--- config.mk ---
export PLATFORM = sky130hd
export DESIGN_NAME = seg7_scan_driver
export DESIGN_NICKNAME = d
export VERILOG_FILES = /design/src/rtl/seg7_pkg.sv /design/src/rtl/seg7_hex_decoder.sv /design/src/rtl/seg7_scan_driver.sv
export SDC_FILE = /design/constraint.sdc
export NUM_CORES = 1
export LEC_CHECK = 0
export BUFFER_PORTS_ARGS = -buffer_cell sky130_fd_sc_hd__clkbuf_2
export CORE_MARGIN = 8
export CORE_UTILIZATION = 41
export DETAILED_ROUTE_END_ITERATION = 7
export GPL_TIMING_DRIVEN = 0
export PLACE_DENSITY_LB_ADDON = 0.08
export SLEW_MARGIN = 10
export SYNTH_ARGS = -nofsm -noshare
export SYNTH_HDL_FRONTEND = slang
export SYNTH_SLANG_ARGS = --single-unit
--- constraint.sdc ---
create_clock -name clk -period 2.91 [get_ports clk]
set_input_delay 0.1455 -clock clk [delete_from_list [all_inputs] [get_ports clk]]
set_output_delay 0.1455 -clock clk [all_outputs]
set_load 0.005 [all_outputs]
--- src/rtl/seg7_pkg.sv ---
// Shared constants for the 7-segment display path: segment order, hex glyph
// table and output polarity helper.
package seg7_pkg;

  localparam int unsigned SEG_BITS = 7;

  // Bit positions within seg_out, MSB..LSB = {g,f,e,d,c,b,a}
  typedef enum int unsigned {
    SEG_A = 0,
    SEG_B = 1,
    SEG_C = 2,
    SEG_D = 3,
    SEG_E = 4,
    SEG_F = 5,
    SEG_G = 6
  } seg_bit_e;

  // Active-high glyphs for 0..F (b and d are lower case)
  localparam logic [SEG_BITS-1:0] HEX_SEG [16] = '{
    7'h3F, 7'h06, 7'h5B, 7'h4F, 7'h66, 7'h6D, 7'h7D, 7'h07,
    7'h7F, 7'h6F, 7'h77, 7'h7C, 7'h39, 7'h5E, 7'h79, 7'h71
  };

  typedef enum logic {
    PH_BLANK = 1'b0,
    PH_DRIVE = 1'b1
  } slot_phase_e;

  function automatic logic inactive_level(input bit active_low);
    return active_low;
  endfunction

endpackage

--- src/rtl/seg7_hex_decoder.sv ---
// Combinational hex nibble to 7-segment glyph, active-high {g,f,e,d,c,b,a}.
module seg7_hex_decoder
  import seg7_pkg::*;
(
  input  logic [3:0]          nibble,
  output logic [SEG_BITS-1:0] seg
);

  always_comb begin
    seg = HEX_SEG[nibble];
  end

endmodule

--- src/rtl/seg7_scan_driver.sv ---
// Time-multiplexed 7-segment scan driver with double-buffered digits,
// frame-boundary display update and a blanking gap at the start of every slot.
module seg7_scan_driver
  import seg7_pkg::*;
#(
  parameter int unsigned DIGITS       = 4,
  parameter int unsigned SCAN_DIV     = 100000,
  parameter int unsigned BLANK_CYCLES = 1000,
  parameter bit          ACTIVE_LOW   = 1'b1
) (
  input  logic                clk,
  input  logic                rst,
  input  logic [4*DIGITS-1:0] data_in,
  input  logic [DIGITS-1:0]   dp_in,
  input  logic [DIGITS-1:0]   blank_in,
  input  logic                load,
  output logic [DIGITS-1:0]   an_out,
  output logic [SEG_BITS-1:0] seg_out,
  output logic                dp_out,
  output logic                frame_end
);

  localparam int unsigned DIV_W = (SCAN_DIV > 1) ? $clog2(SCAN_DIV) : 1;
  localparam int unsigned DIG_W = (DIGITS > 1) ? $clog2(DIGITS) : 1;
  localparam logic        INACT = inactive_level(ACTIVE_LOW);

  logic [DIV_W-1:0]    div_cnt_q, div_cnt_d;
  logic [DIG_W-1:0]    digit_q, digit_d;
  logic [4*DIGITS-1:0] pend_data_q, pend_data_d;
  logic [DIGITS-1:0]   pend_dp_q, pend_dp_d;
  logic [DIGITS-1:0]   pend_blank_q, pend_blank_d;
  logic                pend_valid_q, pend_valid_d;
  logic [4*DIGITS-1:0] disp_data_q, disp_data_d;
  logic [DIGITS-1:0]   disp_dp_q, disp_dp_d;
  logic [DIGITS-1:0]   disp_blank_q, disp_blank_d;
  logic [DIGITS-1:0]   an_q, an_d;
  logic [SEG_BITS-1:0] seg_q, seg_d;
  logic                dp_q, dp_d;
  logic                frame_end_q, frame_end_d;

  logic                last_div, last_digit, lit, transfer;
  logic [3:0]          cur_nib;
  logic                cur_dp, cur_blank;
  logic [SEG_BITS-1:0] dec_seg;
  slot_phase_e         phase;

  seg7_hex_decoder u_dec (
    .nibble (cur_nib),
    .seg    (dec_seg)
  );

  always_comb begin
    last_div   = (div_cnt_q == DIV_W'(SCAN_DIV - 1));
    last_digit = (digit_q == DIG_W'(DIGITS - 1));
    div_cnt_d  = last_div ? '0 : div_cnt_q + 1'b1;
    digit_d    = digit_q;
    if (last_div) begin
      digit_d = last_digit ? '0 : digit_q + 1'b1;
    end
    // Registered against the next counter state so the pulse lines up with
    // the cycle in which the counters sit at the end of the frame.
    frame_end_d = (digit_d == DIG_W'(DIGITS - 1)) && (div_cnt_d == DIV_W'(SCAN_DIV - 1));

    cur_nib   = '0;
    cur_dp    = 1'b0;
    cur_blank = 1'b1;
    for (int unsigned i = 0; i < DIGITS; i++) begin
      if (digit_q == DIG_W'(i)) begin
        cur_nib   = disp_data_q[4*i +: 4];
        cur_dp    = disp_dp_q[i];
        cur_blank = disp_blank_q[i];
      end
    end

    phase = (div_cnt_q < DIV_W'(BLANK_CYCLES)) ? PH_BLANK : PH_DRIVE;
    lit   = (phase == PH_DRIVE) && !cur_blank;

    an_d = '0;
    for (int unsigned i = 0; i < DIGITS; i++) begin
      an_d[i] = lit && (digit_q == DIG_W'(i));
    end
    seg_d = lit ? dec_seg : '0;
    dp_d  = lit && cur_dp;
    an_d  = an_d ^ {DIGITS{INACT}};
    seg_d = seg_d ^ {SEG_BITS{INACT}};
    dp_d  = dp_d ^ INACT;

    // frame_end_q is high exactly while the counters are at the frame's last cycle
    transfer     = frame_end_q && pend_valid_q;
    disp_data_d  = transfer ? pend_data_q : disp_data_q;
    disp_dp_d    = transfer ? pend_dp_q : disp_dp_q;
    disp_blank_d = transfer ? pend_blank_q : disp_blank_q;

    pend_data_d  = load ? data_in : pend_data_q;
    pend_dp_d    = load ? dp_in : pend_dp_q;
    pend_blank_d = load ? blank_in : pend_blank_q;
    pend_valid_d = load ? 1'b1 : (transfer ? 1'b0 : pend_valid_q);
  end

  always_ff @(posedge clk or posedge rst) begin
    if (rst) begin
      div_cnt_q    <= '0;
      digit_q      <= '0;
      pend_data_q  <= '0;
      pend_dp_q    <= '0;
      pend_blank_q <= '1;
      pend_valid_q <= 1'b0;
      disp_data_q  <= '0;
      disp_dp_q    <= '0;
      disp_blank_q <= '1;
      an_q         <= {DIGITS{INACT}};
      seg_q        <= {SEG_BITS{INACT}};
      dp_q         <= INACT;
      frame_end_q  <= 1'b0;
    end else begin
      div_cnt_q    <= div_cnt_d;
      digit_q      <= digit_d;
      pend_data_q  <= pend_data_d;
      pend_dp_q    <= pend_dp_d;
      pend_blank_q <= pend_blank_d;
      pend_valid_q <= pend_valid_d;
      disp_data_q  <= disp_data_d;
      disp_dp_q    <= disp_dp_d;
      disp_blank_q <= disp_blank_d;
      an_q         <= an_d;
      seg_q        <= seg_d;
      dp_q         <= dp_d;
      frame_end_q  <= frame_end_d;
    end
  end

  assign an_out    = an_q;
  assign seg_out   = seg_q;
  assign dp_out    = dp_q;
  assign frame_end = frame_end_q;

endmodule
==> flow_summary.json, run 1 <==
{
  "drc": 0,
  "outcome": "completed",
  "die_w_um": 113,
  "synth_seq_cells": 81,
  "tightest_slew_ns": 0.647,
  "max-cap-violations": 0,
  "via_count": 2592,
  "ant_nets": 0,
  "layout_commonest_cell": "dfrtp_1",
  "worstSkewPairLatency_ns": 0.35,
  "holdWs_ns": 0.0226,
  "post_dp_cell_area_um2": 4210,
  "areaGrowthSynthToFinish_pct": 15.3,
  "grt_max_degree": 61,
  "synth_cells": 326,
  "cp_cell_sequence": "inv_1 > ha_1 > nor2b_1 > a22oi_1 > a221oi_4 > inv_1 > ha_1 > o21ai_0 > o211ai_1 > a21bo_2",
  "setup_viol": 0,
  "core_um2": 9150,
  "cts_max_level": 3,
  "routed_wl_um": 7800,
  "r2r_start": "digit_q[0]",
  "whs_endpoint": "pend_data_q[2]",
  "fin_crit_sh_pct": 89.6,
  "avgRoutedWirePerCell_um": 15.8,
  "place_hpwl_um": 5670,
  "maxSlewViolCount": 0,
  "grt_use_total_pct": 13.2,
  "crit_family": "compound AO/OA/AOI/OAI gates",
  "nets": 415,
  "numCtsBuffers": 9,
  "reg2reg_to": "seg_out[3]",
  "startpoint_type": "register",
  "ys.warnings.count": 0,
  "relSlewSlack_pct": 56.5,
  "place_congestion": 0.842,
  "firstDrtPassIters": 4,
  "num_rows": 35,
  "dieArea_um2": 12700,
  "reg2regPathDepth": 10,
  "critPathKind": "reg -> reg",
  "hp-class": "in -> reg",
  "whs_path_depth": 2,
  "crit_start": "digit_q[0]",
  "final_cells": 493,
  "clock_sinks": 81,
  "critPathBufInv": 2,
  "powerDensity_nw_per_um2": 469,
  "pin_count": 40,
  "avgSynthCellArea_um2": 11.8,
  "cellLeakagePower_nw": 1.95,
  "start_util_pct": 42.0,
  "drive_gt1_share_pct": 36.4,
  "period_needed_ns": 2.61,
  "synth_nets": 364,
  "ys_seq_area_share_pct": 53.3,
  "cts_tree": "built",
  "synth_edf_count": 0,
  "rrSetupSlack_ns": 0.30,
  "design_area_um2": 4430,
  "post_cts_buffers": 0,
  "async_flop_share_pct": 100,
  "grt_pass1_wl_um": 13300,
  "clock_path_buffers": 2,
  "cts.clk_slew.worst_paths_ns": 0.08,
  "fin_skew_ns": 0.00892,
  "root_buffer": "clkbuf_8",
  "first_global_vias": 2632,
  "end_kind": "register",
  "cpPeakStageDelay_ns": 0.42,
  "drtIter0Drc": 141,
  "antenna_found_initial": 0,
  "dpl.cell_count": 476,
  "final_cell_mix": "61 x dfrtp_1, 48 x mux2_2, 38 x clkbuf_2",
  "die_height_um": 113,
  "final_util_pct": 48.4,
  "vdd_drop_max_uv": 266,
  "io_buffer_count": 38,
  "slowest_stage": "dfrtp_1",
  "syn-cell-area_um2": 3850,
  "hold_viol": 0,
  "via_per_inst": 5.26,
  "yosysUniqueCellTypes": 51,
  "worstHoldStart": "data_in[2]",
  "worstPathRequired_ns": 3.20,
  "finalPower_mw": 2.08,
  "gr-total-overflow": 0,
  "synth-main-ff-cell": "dfrtp_1",
  "rsz0062_at_grt": "false",
  "fmax_mhz": 384,
  "diodes": 0,
  "path_max_fanout": 6,
  "arrival_ns": 2.89
}
[timing repair]
action	in CTS	in global routing
pin swaps	0	0
endpoints found under the hold margin	21	0
endpoints found under the setup margin	2	2
resized for setup	1	1
hold buffers	1	0
[state kept, by name, indices dropped and copies added (netlist names), 2 cells and up]
name	count
an_out	4
div_cnt_q	17
pend_blank_q	4
seg_out	7
disp_dp_q	4
pend_data_q	16
disp_data_q	16
digit_q	2
disp_blank_q	4
pend_dp_q	4
[per-stage QoR]
stage / TNS, ns / setup WS, ns
2_1_floorplan: 0 / 0.513
3_3_place_gp: -20.75 / -0.344
3_5_place_dp: -0.131 / -0.0762
4_1_cts: 0 / 0.205
5_1_grt: 0 / 0.0754
6_report: 0 / 0.303
[report_power, final]
group	leakage (nW)	switching (mW)	total, mW	internal [mW]
clock network	0.104	0.397	0.812	0.415
registers	0.997	0.0178	1.18	1.16
logic	0.854	0.0409	0.0880	0.0472
total	1.95	0.456	2.08	1.63
[worst register-to-register path, cell delays in order, from the launching register on]
cell	delay [ns]
dfrtp_1	0.42
inv_1	0.13
ha_1	0.32
nor2b_1	0.27
a22oi_1	0.15
a221oi_4	0.40
inv_1	0.16
ha_1	0.21
o21ai_0	0.10
o211ai_1	0.15
a21bo_2	0.24
[layer usage]
metal  up-vias  global-route usage, %  wire, um  part of all wire [%]
met5         -                      0         0                     0
met3        12                   4.05       298                   3.8
met2        37                   21.3      3810                    49
met4         0                   4.80        96                   1.2
met1      1288                   16.2      3600                    46
li1       1255                      -         -                     -
[kinds of logic (layout without fill, tap and decap cells)]
group | Yosys count | count (layout) | share of synthesized area (%)
buffers and inverters | 30 | 86 | 3.61
XOR/XNOR | 15 | 15 | 3.41
adder cells (fa/ha/maj) | 11 | 11 | 3.58
AND/OR/NAND/NOR | 96 | 96 | 13.2
multiplexers | 52 | 52 | 15.1
flip-flops | 81 | 81 | 53.3
AO/OA/AOI/OAI | 41 | 41 | 7.80
[Yosys cell counts (all sizes together) (3+ instances only)]
cell	n	area share, %
clkbuf	7	0.94
o21ai	5	0.65
and3	5	0.85
ha	11	3.6
nand2b	4	0.65
o221ai	3	0.68
nor2b	5	0.81
mux2	48	14
dfrtp	61	40
xnor2	6	1.4
mux2i	4	1.0
nor2	16	1.6
a21oi	6	0.78
xor2	9	2.0
nand3	11	1.4
nand2	26	2.6
buf	10	1.4
nor3	4	0.52
nor4	7	1.3
dfstp	20	14
o211ai	9	1.8
inv	13	1.3
nand4	5	0.81
a221oi	3	0.68
[final cells by class]
| class | count | area, um2 |
|---|---|---|
| multi-input cells | 215 | 1670 |
| plain buffers | 17 | 90.1 |
| repair buffers | 40 | 228 |
| flip-flops and latches | 81 | 2050 |
| clock buffers | 13 | 181 |
| fillers | 853 | 4720 |
| inverters | 13 | 51.3 |
| well taps | 111 | 139 |
| clock inverters | 3 | 18.8 |
[worst max path at each step]
stage | depth (start not counted) | endpoint | slack [ns]
final | 10 | seg_out[3] | 0.30
after global routing | 10 | seg_out[3] | 0.08
after detailed placement | 10 | seg_out[3] | -0.08
after CTS | 10 | seg_out[3] | 0.20
after global placement | 2 | div_cnt_q[2] | -0.34
after floorplan | 9 | seg_out[5] | 0.51
Note: power is estimated with default switching activity, not from simulation.
==> run 2, diff against run 1 <==
Settings changed: CTS_CLUSTER_DIAMETER from default to 60, SYNTH_HIERARCHICAL from default to 1.
==> flow_summary.json, run 2 <==
{
  "core_um2": 9110,
  "grt_pass1_wl_um": 12400,
  "end_kind": "register",
  "yosysUniqueCellTypes": 51,
  "worstPathRequired_ns": 3.20,
  "avgSynthCellArea_um2": 12.1,
  "via_count": 2406,
  "place_congestion": 0.777,
  "worstSkewPairLatency_ns": 0.35,
  "dieArea_um2": 12500,
  "setup_ws_ns": 0.247,
  "drc": 0,
  "maxSlewViolCount": 0,
  "layout_commonest_cell": "dfrtp_1",
  "avgRoutedWirePerCell_um": 15.0,
  "async_flop_share_pct": 100,
  "fillers": 893,
  "post_dp_cell_area_um2": 4140,
  "die_height_um": 112,
  "yosys.cell_count.top_type": "dfrtp_1",
  "num_rows": 35,
  "powerDensity_nw_per_um2": 485,
  "reg2regPathDepth": 9,
  "synth_nets": 351,
  "pin_count": 40,
  "gr-total-overflow": 0,
  "diodes": 0,
  "reg2reg_to": "seg_out[3]",
  "fmax_mhz": 375,
  "arrival_ns": 2.96,
  "synth_edf_count": 0,
  "ys_seq_area_share_pct": 54.3,
  "yosysTopAreaCellShare_pct": 40.4,
  "ant_nets": 0,
  "firstDrtPassIters": 4,
  "clock_path_buffers": 2,
  "setup_tns_ns": 0,
  "grt_max_degree": 59,
  "cts_tree": "built",
  "setup_viol": 0,
  "ys.warnings.count": 6,
  "startpoint_type": "register",
  "path_max_fanout": 10,
  "final_cell_mix": "61 x dfrtp_1, 51 x mux2_2, 39 x clkbuf_2",
  "io_buffer_count": 38,
  "antenna_found_initial": 0,
  "hp-class": "in -> reg",
  "critPathKind": "reg -> reg",
  "root_buffer": "clkbuf_8",
  "fin_skew_ns": 0.0107,
  "whs_endpoint": "pend_data_q[5]",
  "dp_slack_ns": -0.0974,
  "clock_sinks": 81,
  "areaGrowthSynthToFinish_pct": 15.4,
  "nets": 402,
  "drive_gt1_share_pct": 39.1,
  "largest_reg_flops": 17,
  "final_util_pct": 47.9,
  "synth-main-ff-cell": "dfrtp_1",
  "tightest_slew_ns": 0.609,
  "syn-cell-area_um2": 3780,
  "synth_top_cell_by_area": "dfrtp_1",
  "outcome": "completed",
  "cts.clk_slew.worst_paths_ns": 0.09,
  "first_global_vias": 2555,
  "finalPower_mw": 2.12,
  "grt_use_total_pct": 12.3,
  "period_needed_ns": 2.66,
  "ys_top_cells_by_count": "61 x dfrtp_1, 51 x mux2_2, 32 x nand2_1",
  "largestRegisters": "div_cnt_q x17, disp_data_q x16, pend_data_q x16",
  "worstHoldStart": "data_in[5]",
  "vdd_drop_max_uv": 289,
  "place_hpwl_um": 5170,
  "drtIter0Drc": 67,
  "design_area_um2": 4360,
  "r2r_start": "digit_q[0]",
  "max-cap-violations": 0,
  "die_w_um": 112,
  "cellLeakagePower_nw": 1.86,
  "cts_max_level": 3,
  "routed_wl_um": 7190,
  "synth_area_leaders": "dfrtp_1 40%, mux2_2 15%, dfstp_2 14%",
  "relSlewSlack_pct": 59.4,
  "start_util_pct": 41.5,
  "largest_register": "div_cnt_q",
  "fin_crit_sh_pct": 91.5,
  "rrSetupSlack_ns": 0.25,
  "numCtsBuffers": 9,
  "synth_seq_cells": 81,
  "synth_cells": 312,
  "whs_path_depth": 2,
  "via_per_inst": 5.02,
  "hold_viol": 0
}
[run 2: changes by cell type in the layout (fill, tap and decap cells not counted), sizes merged, moves of 4 or more]
cell / delta
o211ai: -8
a21oi: +7
nand2: +6
clkbuf: -5
nand3b: +5
and3: -4
xnor2: +4
xor2: -4
[run 2: worst max-delay path by stage]
stage               startpoint           end  slack, ns  depth (start not counted)
floorplan           digit_q[1]    seg_out[3]       0.33                         11
global placement           rst  pend_dp_q[0]      -0.31                          2
detailed placement  digit_q[1]    seg_out[3]       -0.1                         11
CTS                 digit_q[1]    seg_out[3]       0.06                         11
global route        digit_q[0]    seg_out[3]     -0.007                          9
finish              digit_q[0]    seg_out[3]       0.25                          9
[run 2: area by class of cell]
type | instances | area (um2) | share of cell area, %
sequential | 81 | 2050 | 47.1
multi-input combinational | 205 | 1620 | 37.2
timing repair buffer | 41 | 235 | 5.39
tap | 111 | 139 | 3.19
clock buffer | 9 | 124 | 2.84
clock inverter | 7 | 78.8 | 1.81
buffer | 12 | 58.8 | 1.35
inverter | 13 | 51.3 | 1.18
[run 2: worst max-delay path: stages (launching register included)]
cell	delay [ns]
dfrtp_1	0.42
inv_1	0.13
ha_1	0.25
clkbuf_1	0.38
a21oi_1	0.18
o21ai_2	0.23
inv_1	0.13
ha_1	0.34
mux4_1	0.49
nand2_1	0.07
[run 2: layer usage]
layer,up-vias,wire length (um),GRT usage (%)
met4,0,96,4.50
met3,8,253,3.73
met1,1175,3620,16.2
met2,34,3220,18.6
met5,-,0,0
li1,1189,-,-
[run 2: cells by family (layout without fill, tap and decap cells)]
group           count (synthesis)  in the layout  share of synthesized area (%)
fa+ha+maj                      12             12                           3.97
simple gates                   92             92                           13.1
flops                          81             81                           54.3
mux                            55             55                           16.7
xor+xnor                       15             15                           3.48
compound gates                 31             31                           5.50
buf+inv                        26             82                           2.95
[run 2: where the power goes]
| part | switching [mW] | leakage, nW | internal [mW] |
|---|---|---|---|
| clock | 0.446 | 0.0925 | 0.404 |
| sequential | 0.0153 | 0.997 | 1.16 |
| combinational | 0.0414 | 0.769 | 0.0472 |
[run 2: what timing repair did]
item,in CTS,in global routing
gates resized for setup,2,3
hold buffers,1,0
endpoints found under the setup margin,2,6
pin swaps,0,1
endpoints found under the hold margin,18,0
setup buffers,0,1
[run 2: metrics by stage]
stage | std cells | hold WS [ns]
2_1_floorplan | 312 | 0.297
3_3_place_gp | 461 | 0.378
3_5_place_dp | 462 | 0.129
4_1_cts | 479 | 0.00576
5_1_grt | 479 | 0.00768
6_report | 479 | 0.0190
